[src/rtl/shift_and_subtract_binary_divider.sv]
// shift_and_subtract_binary_divider: sequential restoring unsigned divider, one quotient bit per clock MSB first.
module shift_and_subtract_binary_divider #(
  parameter int DW = 16,
  parameter int VW = 8
) (
  input  logic          clk,
  input  logic          rst_n,
  input  logic          start,
  input  logic [DW-1:0] dividend,
  input  logic [VW-1:0] divisor,
  output logic          busy,
  output logic          done,
  output logic [DW-1:0] quotient,
  output logic [VW-1:0] remainder,
  output logic          div_by_zero
);
  localparam int CW = (DW > 1) ? $clog2(DW) : 1;
  localparam logic [1:0] S_IDLE = 2'd0;
  localparam logic [1:0] S_RUN  = 2'd1;
  localparam logic [1:0] S_DONE = 2'd2;
  logic [1:0]    r_state;
  logic [DW-1:0] r_dq;
  logic [VW-1:0] r_dv;
  logic [VW:0]   r_rem;
  logic [CW-1:0] r_cnt;
  logic [DW-1:0] r_quotient;
  logic [VW-1:0] r_remainder;
  logic          r_dbz;
  logic [VW:0]   w_t;
  logic          w_ge;
  logic [VW:0]   w_rem;
  logic [DW-1:0] w_dq;
  logic          w_zero;
  logic [VW-1:0] w_rz;
  assign w_t    = {r_rem[VW-1:0], r_dq[DW-1]};
  assign w_ge   = w_t >= {1'b0, r_dv};
  assign w_rem  = w_ge ? w_t - {1'b0, r_dv} : w_t;
  assign w_dq   = {r_dq[DW-2:0], w_ge};
  assign w_zero = r_dv == '0;
  assign w_rz   = (DW >= VW) ? VW'(r_dq) : '0;
  // A zero divisor spends a single idle pass through RUN so its result lands two edges after accept.
  always_ff @(posedge clk or negedge rst_n) begin
    if (!rst_n) begin
      r_state     <= S_IDLE;
      r_dq        <= '0;
      r_dv        <= '0;
      r_rem       <= '0;
      r_cnt       <= '0;
      r_quotient  <= '0;
      r_remainder <= '0;
      r_dbz       <= 1'b0;
    end else begin
      case (r_state)
        S_IDLE: if (start) begin
          r_dq    <= dividend;
          r_dv    <= divisor;
          r_rem   <= '0;
          r_cnt   <= (divisor == '0) ? '0 : CW'(DW - 1);
          r_dbz   <= 1'b0;
          r_state <= S_RUN;
        end
        S_RUN: begin
          if (!w_zero) begin
            r_dq  <= w_dq;
            r_rem <= w_rem;
          end
          if (r_cnt == '0) begin
            r_quotient  <= w_zero ? '1 : w_dq;
            r_remainder <= w_zero ? w_rz : w_rem[VW-1:0];
            r_dbz       <= w_zero;
            r_state     <= S_DONE;
          end else r_cnt <= r_cnt - CW'(1);
        end
        default: r_state <= S_IDLE;
      endcase
    end
  end
  assign busy        = r_state != S_IDLE;
  assign done        = r_state == S_DONE;
  assign quotient    = r_quotient;
  assign remainder   = r_remainder;
  assign div_by_zero = r_dbz;
endmodule

[config.mk]
export PLATFORM = sky130hd
export DESIGN_NAME = shift_and_subtract_binary_divider
export DESIGN_NICKNAME = d
export VERILOG_FILES = /design/src/rtl/shift_and_subtract_binary_divider.sv
export SDC_FILE = /design/constraint.sdc
export NUM_CORES = 1
export LEC_CHECK = 0
export CAP_MARGIN = 5
export CORE_ASPECT_RATIO = 2
export CORE_MARGIN = 1
export CORE_UTILIZATION = 53
export DETAILED_ROUTE_END_ITERATION = 8
export GPL_TIMING_DRIVEN = 0
export PLACE_DENSITY = 0.8
export SYNTH_ARGS = -nofsm -noshare
export SYNTH_HDL_FRONTEND = slang
export SYNTH_SLANG_ARGS = --single-unit
[constraint.sdc]
create_clock -name clk -period 2.9 [get_ports clk]
set_clock_uncertainty 0.2 [all_clocks]
set_input_delay 0.58 -clock clk [delete_from_list [all_inputs] [get_ports clk]]
set_output_delay 0.58 -clock clk [all_outputs]
set_load 0.01 [all_outputs]
==> results of run 1 <==
## worst max-delay path, stage by stage (launching register included)
cell and delay (ns):
dfrtp_1 0.36, inv_1 0.06, ha_1 0.37, a21oi_1 0.31, o221ai_1 0.18, a21oi_2 0.27
buf_2 0.33, mux2i_1 0.29, o21ai_0 0.12
## cells in the final DEF (no fill, tap or decap), types with 2 or more instances in the layout
cell	count
nor2_1	33
o221ai_1	2
mux2i_1	6
o21ai_0	19
xor2_1	3
clkdlybuf4s50_1	52
a211o_1	2
nor3b_1	3
inv_1	20
a211oi_1	3
a21oi_2	2
clkinv_2	3
clkbuf_8	2
a31oi_1	16
or4_1	3
nand2b_1	3
mux2_2	9
a22oi_1	3
o21a_1	3
buf_2	11
nor2b_1	3
o22a_1	14
clkbuf_1	6
nor3_1	2
o22ai_1	4
clkbuf_16	9
nand3_1	9
a21oi_1	16
nand2_1	39
dfrtp_1	63
o211ai_1	2
ha_1	9
## report_power, final
group	switching (mW)	internal, mW	total (mW)
clock	0.364	0.701	1.07
combinational	1.70	1.43	3.14
sequential	0.351	1.36	1.71
## through the flow
step | total power [mW] | util, % | setup TNS, ns
after floorplan | 3.80 | - | 0
after CTS | 5.93 | 71.2 | 0
after global placement | 4.73 | 65.7 | -57.13
final | 5.91 | 71.3 | 0
after global routing | 6.38 | 71.3 | 0
after detailed placement | 4.83 | 66.0 | 0
## path summary, 6_finish.rpt
kind | startpoint | endpoint | slack (ns)
worst max-delay path | r_dv[4] | r_rem[4] | 0.27
worst max register to register | r_dv[4] | r_rem[4] | 0.27
max in group asynchronous | rst_n | r_rem[7] | 1.79
worst min-delay path | rst_n | r_cnt[3] | 0.09
min in group clk | r_rem[7] | r_rem[7] | 0.30
worst min register to register | r_rem[7] | r_rem[7] | 0.30
## sequential cells by signal (all words and copies together) (netlist names)
register / cells
div_by_zero: 1
quotient: 16
r_state: 2
r_rem: 8
r_dv: 8
r_cnt: 4
r_dq: 16
remainder: 8
## routing by layer
| metal | GRT usage, % | vias to the layer above | part of all wire [%] |
|---|---|---|---|
| met5 | 0 | - | 0 |
| met4 | 18.7 | 0 | 5.8 |
| met3 | 5.48 | 25 | 2.2 |
| met2 | 49.2 | 61 | 56 |
| met1 | 28.4 | 1267 | 36 |
| li1 | - | 1269 | - |
## cells by family after synthesis
group	count (synthesis)
AOI/OAI and AO/OA	92
xor gates and xnor gates	4
adders and majority gates	10
buffers and inverters	37
DFF	63
muxes	16
and+or+nand+nor	99
## layout make-up
cell class / count / area (µm²)
plain buffers: 17 / 83.8
clock buffers: 11 / 253
clock inverters: 4 / 45.0
fillers: 422 / 1640
inverters: 20 / 75.1
multi-input cells: 221 / 1410
flip-flops and latches: 63 / 1580
well taps: 61 / 76.3
repair buffers: 54 / 546
## repair_timing
item,4_1_cts,5_1_grt
setup endpoints to repair,0,11
hold buffers,0,0
setup buffers,0,0
resized for setup,0,1
==> impl_metrics.csv, run 1 <==
group,metric,value,unit
pwr,p_leak,1.78,nW
pwr,power_density,1450,nW/µm²
logic_synthesis,ys_seq_area_share,50.1,%
global_route,overflow,0,
logic_synthesis,synth_xor_area_share,1.11,%
routing,wl,7680,µm
logic_synthesis,synth_nets,358,
clock_network,clock_latency,0.33,ns
worst_hold_path,hold_path.class,"in2async",
logic_synthesis,synthFlopType,"dfrtp_1",
logic_synthesis,syn_area_per_cell,9.80,µm²
logic_synthesis,synth_top_family_by_area,"compound AO/OA/AOI/OAI gates",
final_layout,drive_gt1_share,11.3,%
routing,wl_per_cell,17.0,µm
clock_network,cts_buffer_depth,2,
logic_synthesis,yosys_warnings,0,
final_layout,final_area,4070,µm²
floorplanning,num_rows,39,
routing,drtIter0Drc,64,
logic_synthesis,synthAdderAreaFrac,4.22,%
logic_synthesis,yosysTopAreaCellShare,50.1,%
floorplanning,die_area,6270,µm²
floorplanning,core,5710,µm²
sta,timing.fmax,0.380,GHz
place,place_hpwl,5870,µm
logic_synthesis,synth_compound_area_share,19.9,%
sta,rsz0062_at_grt,"no",
final_layout,num_antenna_cells,0,
place,place_inst,436,
routing,drt-pass1-iter-count,4,
floorplanning,fp.dieH,111,µm
logic_synthesis,yosysMostFrequentCell,"dfrtp_1",
setup_path,worst-r2r-cell-count,8,
floorplanning,ios,54,
final_layout,area_growth,29.4,%
place,gp_congestion,0.840,
logic_synthesis,synthTopCellsByArea,"dfrtp_1, nand2_1, nor2_1",
sta,finalCritPeriodShare,90.8,%
final_layout,final_cells,451,
place,placed_area,3770,µm²
routing,via_per_inst,5.81,
clock_network,cts_sinks,63,
setup_path,critPathKind,"reg2reg",
routing,vias,2622,
logic_synthesis,async_flop_share,100,%
sta,setup_ws,0.267,ns
flow_run,maxCapViolations,0,
setup_path,arrival,2.62,ns
sta,relSlewSlack,47.1,%
clock_network,cts_root_buffer,"clkbuf_16",
logic_synthesis,synthMuxAreaShare,5.49,%
pwr,vdd_ir_drop_max,1.12,mV
logic_synthesis,synth_edf_count,0,
sta,finalSetupViolations,0,
floorplanning,initial_core_util,55.1,%
global_route,grt_max_degree,36,
sta,holdWs,0.0880,ns
clock_network,cts_tree,"yes",
logic_synthesis,synth_common_cells,"dfrtp_1, nand2_1, nor2_1, inv_1, o21ai_0",
place,place_ws,0.135,ns
global_route,grtUsageTotal,27.8,%
logic_synthesis,netlist_instances,321,
place,portBuffers,53,
global_route,grt_pass1_wl,13100,µm
sta,min_period,2.63,ns
logic_synthesis,synth.cell_area,3150,µm²
routing,drc,0,
logic_synthesis,yosysUniqueCellTypes,42,
logic_synthesis,yosys.area_share.simple,14.1,%
clock_network,cts_buffers,9,
final_layout,nets,423,
global_route,antenna_found_initial,0,
global_route,grt_pass1_vias,2794,
logic_synthesis,ys_seq_elements,63,
logic_synthesis,synth_top_cell_by_area,"dfrtp_1",
clock_network,cts_max_level,3,
setup_path,required,2.89,ns
setup_path,cp-end-kind,"flop",
floorplanning,die_w,56.5,µm
sta,tightest_slew,0.789,ns
setup_path,worst_setup_path_start_kind,"flop",
outcome,outcome,"finished, final reports clean",
sta,slew_viol_final,0,
setup_path,crit_fanout,10,
sta,timing_hold_violations_final,0,
routing,ant_nets,0,
clock_network,clk_pin_slew,0.05,ns
No activity file was read; power rests on OpenSTA's default activity.
==> inputs of run 2 (changes only) <==
==> constraint.sdc (replaced) <==
create_clock -name clk -period 2.8 [get_ports clk]
set_clock_uncertainty 0.2 [all_clocks]
set_input_delay 0.56 -clock clk [delete_from_list [all_inputs] [get_ports clk]]
set_output_delay 0.56 -clock clk [all_outputs]
set_load 0.01 [all_outputs]
==> impl_metrics.csv, run 2 (synthesis results as in run 1) <==
group,metric,value,unit
place,place_inst,436,
pwr,p_sw,2.50,mW
floorplanning,ios,54,
setup_path,required,2.79,ns
floorplanning,fp.dieH,111,µm
routing,wl_per_cell,17.0,µm
sta,slew_viol_final,0,
global_route,antenna_found_initial,0,
final_layout,area_growth,29.4,%
sta,tightest_slew,0.788,ns
routing,vias,2629,
routing,wl,7680,µm
floorplanning,core,5710,µm²
clock_network,cts_resized,1,
routing,ant_nets,0,
sta,setup_ws,0.210,ns
outcome,outcome,"finished, final reports clean",
setup_path,worst_setup_path_start_kind,"flop",
setup_path,critPathSlowestCell,"dfrtp_1",
final_layout,final_cells,451,
pwr,seqPwrFrac,29.0,%
final_layout,nFillCells,421,
global_route,grt_pass1_wl,13100,µm
global_route,grtUsageTotal,27.8,%
floorplanning,num_rows,39,
final_layout,final_cell_mix,"dfrtp_1, clkdlybuf4s50_1, nand2_1",
clock_network,clk_pin_slew,0.05,ns
clock_network,cts_root_buffer,"clkbuf_16",
place,gp_congestion,0.840,
clock_network,cts_buffer_depth,2,
final_layout,multi_input_area,1410,µm²
setup_path,r2r-start,"r_dv[4]",
global_route,overflow,0,
sta,finalCritPeriodShare,92.5,%
final_layout,nets,423,
setup_path,cp_slowest_stage_delay,0.36,ns
place,portBuffers,53,
clock_network,cts_tree,"yes",
pwr,clkPwrFrac,18.0,%
routing,via_per_inst,5.83,
global_route,grt_max_degree,36,
setup_path,critPathKind,"reg2reg",
sta,rsz0062_at_grt,"no",
clock_network,clock_latency,0.33,ns
setup_path,critical_path.startpoint,"r_dv[4]",
final_layout,area.sequential,1580,µm²
clock_network,cts_buffers,9,
routing,drtIter0Drc,79,
floorplanning,initial_core_util,55.1,%
sta,min_period,2.59,ns
sta,timing.fmax,0.386,GHz
clock_network,hold_buffers,0,
pwr,sw_frac_of_total,40.8,%
sta,timing_hold_violations_final,0,
routing,drc,0,
setup_path,crit_fanout,10,
floorplanning,die_w,56.5,µm
pwr,p_leak,1.78,nW
pwr,report.power.total,6.12,mW
sta,finalSetupViolations,0,
sta,timing.setup.tns,0,ns
setup_path,arrival,2.58,ns
clock_network,post_cts_buffers,0,
final_layout,drive_gt1_share,11.3,%
clock_network,cts_max_level,3,
final_layout,layout_commonest_cell,"dfrtp_1",
pwr,power_density,1500,nW/µm²
setup_path,cp-end-kind,"flop",
worst_hold_path,hold_path.class,"in2async",
setup_path,worst-r2r-cell-count,8,
global_route,grt_pass1_vias,2794,
clock_network,cts_sinks,63,
sta,relSlewSlack,47.1,%
flow_run,maxCapViolations,0,
setup_path,cp_cell_sequence,"inv_1, ha_1, a21oi_1, o221ai_1, a21oi_2, clkbuf_4, mux2i_1, o21ai_0",
pwr,intPower,3.63,mW
routing,drt-pass1-iter-count,4,
place,place_ws,0.0355,ns
sta,holdWs,0.0697,ns
place,place_hpwl,5870,µm
floorplanning,die_area,6270,µm²
pwr,p_comb_share,53.1,%
final_layout,num_antenna_cells,0,
pwr,vdd_ir_drop_max,1.16,mV
run 2: cell count changes in the layout (fill, tap and decap cells not counted), sizes merged:
cell and delta:
buf -1, clkbuf +1
run 2: path summary, 6_finish.rpt:
kind | slack, ns | to
max | 0.21 | r_rem[4]
min | 0.07 | r_cnt[3]
max reg2reg | 0.21 | r_rem[4]
min reg2reg | 0.30 | r_rem[7]
max in group asynchronous | 1.72 | r_rem[7]
min in group clk | 0.30 | r_rem[7]
run 2: layer usage:
layer | GRT usage [%] | share of wire, %
met1 | 28.4 | 35
met5 | 0 | 0
met4 | 18.7 | 5.6
met2 | 49.2 | 57
met3 | 5.48 | 2.5
run 2: layout make-up:
| cell class | instances | share of cell area (%) |
|---|---|---|
| flip-flops and latches | 63 | 38.7 |
| multi-input cells | 221 | 34.7 |
| repair buffers | 54 | 13.4 |
| clock buffers | 11 | 6.21 |
| plain buffers | 17 | 2.12 |
| well taps | 61 | 1.87 |
| inverters | 20 | 1.84 |
| clock inverters | 4 | 1.11 |
run 2: power groups by stage:
stage	clock, mW	sequential [mW]	combinational (mW)
after floorplan	0	1.76	2.17
after global placement	0	1.77	3.13
after detailed placement	0	1.78	3.22
after CTS	1.12	1.77	3.26
after global routing	1.15	1.83	3.63
final	1.10	1.77	3.25
run 2: worst max-delay path: cells and delay by family (launching register included):
| family | cells | cell delay [ns] |
|---|---|---|
| multiplexers | 1 | 0.27 |
| buffers and inverters | 2 | 0.37 |
| flip-flops | 1 | 0.36 |
| AO/OA/AOI/OAI | 4 | 0.89 |
| adder cells (fa/ha/maj) | 1 | 0.36 |
run 2: metrics by stage:
stage / cell area (µm²) / utilization (%)
2_1_floorplan: 3150 / -
3_3_place_gp: 3750 / 65.7
3_5_place_dp: 3770 / 66.0
4_1_cts: 4070 / 71.3
5_1_grt: 4070 / 71.3
6_report: 4070 / 71.3
==> inputs of run 3 (changes only) <==
--- a/config.mk
+++ b/config.mk
@@ -5,13 +5,14 @@
 export SDC_FILE = /design/constraint.sdc
 export NUM_CORES = 1
 export LEC_CHECK = 0
+export ABC_CLOCK_PERIOD_IN_PS = 2800
 export CAP_MARGIN = 5
-export CORE_ASPECT_RATIO = 2
 export CORE_MARGIN = 1
 export CORE_UTILIZATION = 53
 export DETAILED_ROUTE_END_ITERATION = 8
 export GPL_TIMING_DRIVEN = 0
 export PLACE_DENSITY = 0.8
+export SKIP_LAST_GASP = 1
 export SYNTH_ARGS = -nofsm -noshare
 export SYNTH_HDL_FRONTEND = slang
 export SYNTH_SLANG_ARGS = --single-unit
==> impl_metrics.csv, run 3 (synthesis results as in run 1) <==
group,metric,value,unit
routing,ant_nets,0,
final_layout,num_antenna_cells,0,
global_route,grt_pass1_vias,2592,
global_route,antenna_found_initial,0,
sta,relSlewSlack,46.1,%
global_route,overflow,0,
clock_network,clock_latency,0.34,ns
setup_path,cp-end-kind,"flop",
pwr,p_leak,1.70,nW
sta,rsz0062_at_grt,"no",
floorplanning,initial_core_util,56.1,%
routing,drt-pass1-iter-count,4,
final_layout,nets,422,
place,gp_congestion,0.891,
setup_path,critPathKind,"reg2reg",
sta,min_period,2.63,ns
final_layout,area_growth,25.5,%
final_layout,final_area,3950,µm²
clock_network,cts_root_buffer,"clkbuf_8",
floorplanning,ios,54,
place,place_hpwl,5430,µm
sta,slew_viol_final,0,
place,place_inst,446,
routing,via_per_inst,5.79,
floorplanning,fp.dieH,79.0,µm
setup_path,reg2reg_slack,0.17,ns
flow_run,maxCapViolations,0,
final_layout,final_cell_mix,"dfrtp_1, clkdlybuf4s50_1, nand2_1",
sta,finalCritPeriodShare,93.8,%
global_route,grtUsageTotal,26.2,%
final_layout,layout_commonest_cell,"dfrtp_1",
global_route,grt_max_degree,64,
setup_path,worst-r2r-cell-count,9,
setup_path,r2r-start,"r_dv[6]",
routing,drtIter0Drc,158,
routing,vias,2675,
sta,timing.fmax,0.381,GHz
place,portBuffers,53,
sta,timing_hold_violations_final,0,
clock_network,cts_sinks,63,
routing,drc,0,
clock_network,cts_tree,"yes",
floorplanning,core,5610,µm²
pwr,vdd_ir_drop_max,0.778,mV
setup_path,crit_fanout,10,
floorplanning,die_area,6250,µm²
pwr,power_density,1450,nW/µm²
worst_hold_path,hold_path.class,"in2async",
setup_path,required,2.80,ns
setup_path,worst_setup_path_start_kind,"flop",
final_layout,drive_gt1_share,11.3,%
floorplanning,die_w,79.0,µm
routing,wl,7460,µm
sta,tightest_slew,0.804,ns
final_layout,final_cells,462,
global_route,grt_pass1_wl,12400,µm
floorplanning,num_rows,27,
clock_network,cts_max_level,3,
clock_network,clk_pin_slew,0.07,ns
clock_network,hold_buffers,0,
clock_network,cts_buffers,9,
clock_network,cts_buffer_depth,2,
setup_path,r2r_end,"r_rem[7]",
place,placed_area,3760,µm²
outcome,outcome,"finished, final reports clean",
sta,finalSetupViolations,0,
routing,wl_per_cell,16.2,µm
setup_path,arrival,2.62,ns
sta,timing.setup.tns,0,ns
[run 3: worst max-delay path, stage by stage (launching register included)]
cell	delay [ns]
dfrtp_1	0.37
inv_1	0.08
ha_1	0.29
buf_2	0.17
a21oi_1	0.18
o221ai_1	0.14
a21oi_2	0.27
buf_2	0.31
mux2i_1	0.34
o21ai_0	0.13
[run 3: metrics by stage]
stage	setup WS [ns]	power [mW]	util (%)	hold WS [ns]
2_1_floorplan	0.504	3.94	-	0.0644
6_report	0.175	5.74	70.4	0.0979
3_5_place_dp	0.0298	5.00	67.1	0.297
5_1_grt	0.0175	6.19	70.4	0.161
3_3_place_gp	-1.10	4.84	67.2	0.291
4_1_cts	0.0146	5.71	70.2	0.134
[run 3: worst max path at each step]
stage	startpoint	end	slack (ns)	depth (start not counted)
floorplan	r_dv[4]	r_dq[0]	0.50	8
global placement	rst_n	quotient[12]	-1.10	1
detailed placement	r_dv[6]	r_rem[7]	0.03	9
CTS	r_dv[6]	r_rem[7]	0.01	9
global route	r_dv[6]	r_rem[7]	0.02	9
finish	r_dv[6]	r_rem[7]	0.17	9
[run 3: timing repair]
| item | 4_1_cts | 5_1_grt |
|---|---|---|
| setup buffers | 0 | 0 |
| endpoints found under the setup margin | 0 | 12 |
| gates resized for setup | 0 | 2 |
| endpoints found under the hold margin | 0 | 0 |
[run 3: report_power, final]
part | switching (mW) | total [mW] | internal [mW]
registers | 0.370 | 1.78 | 1.41
clock network | 0.356 | 0.699 | 0.343
logic | 1.77 | 3.26 | 1.48
total | 2.50 | 5.74 | 3.23
[run 3: layout make-up]
| cell class | count | area [µm²] |
|---|---|---|
| sequential | 63 | 1580 |
| fill | 442 | 1660 |
| timing repair buffer | 53 | 528 |
| buffer | 17 | 83.8 |
| clock buffer | 11 | 141 |
| clock inverter | 5 | 33.8 |
| inverter | 20 | 75.1 |
| multi-input combinational | 221 | 1420 |
| tap | 72 | 90.1 |
[run 3: per-layer routing]
metal / share of wire, % / track usage (%) / routed length, µm / vias to the layer above
met4: 2.4 / 11.5 / 176 / 0
met2: 47 / 40.9 / 3530 / 79
li1: - / - / - / 1267
met5: 0 / 0 / 0 / -
met1: 45 / 35.7 / 3370 / 1313
met3: 5.2 / 4.71 / 386 / 16
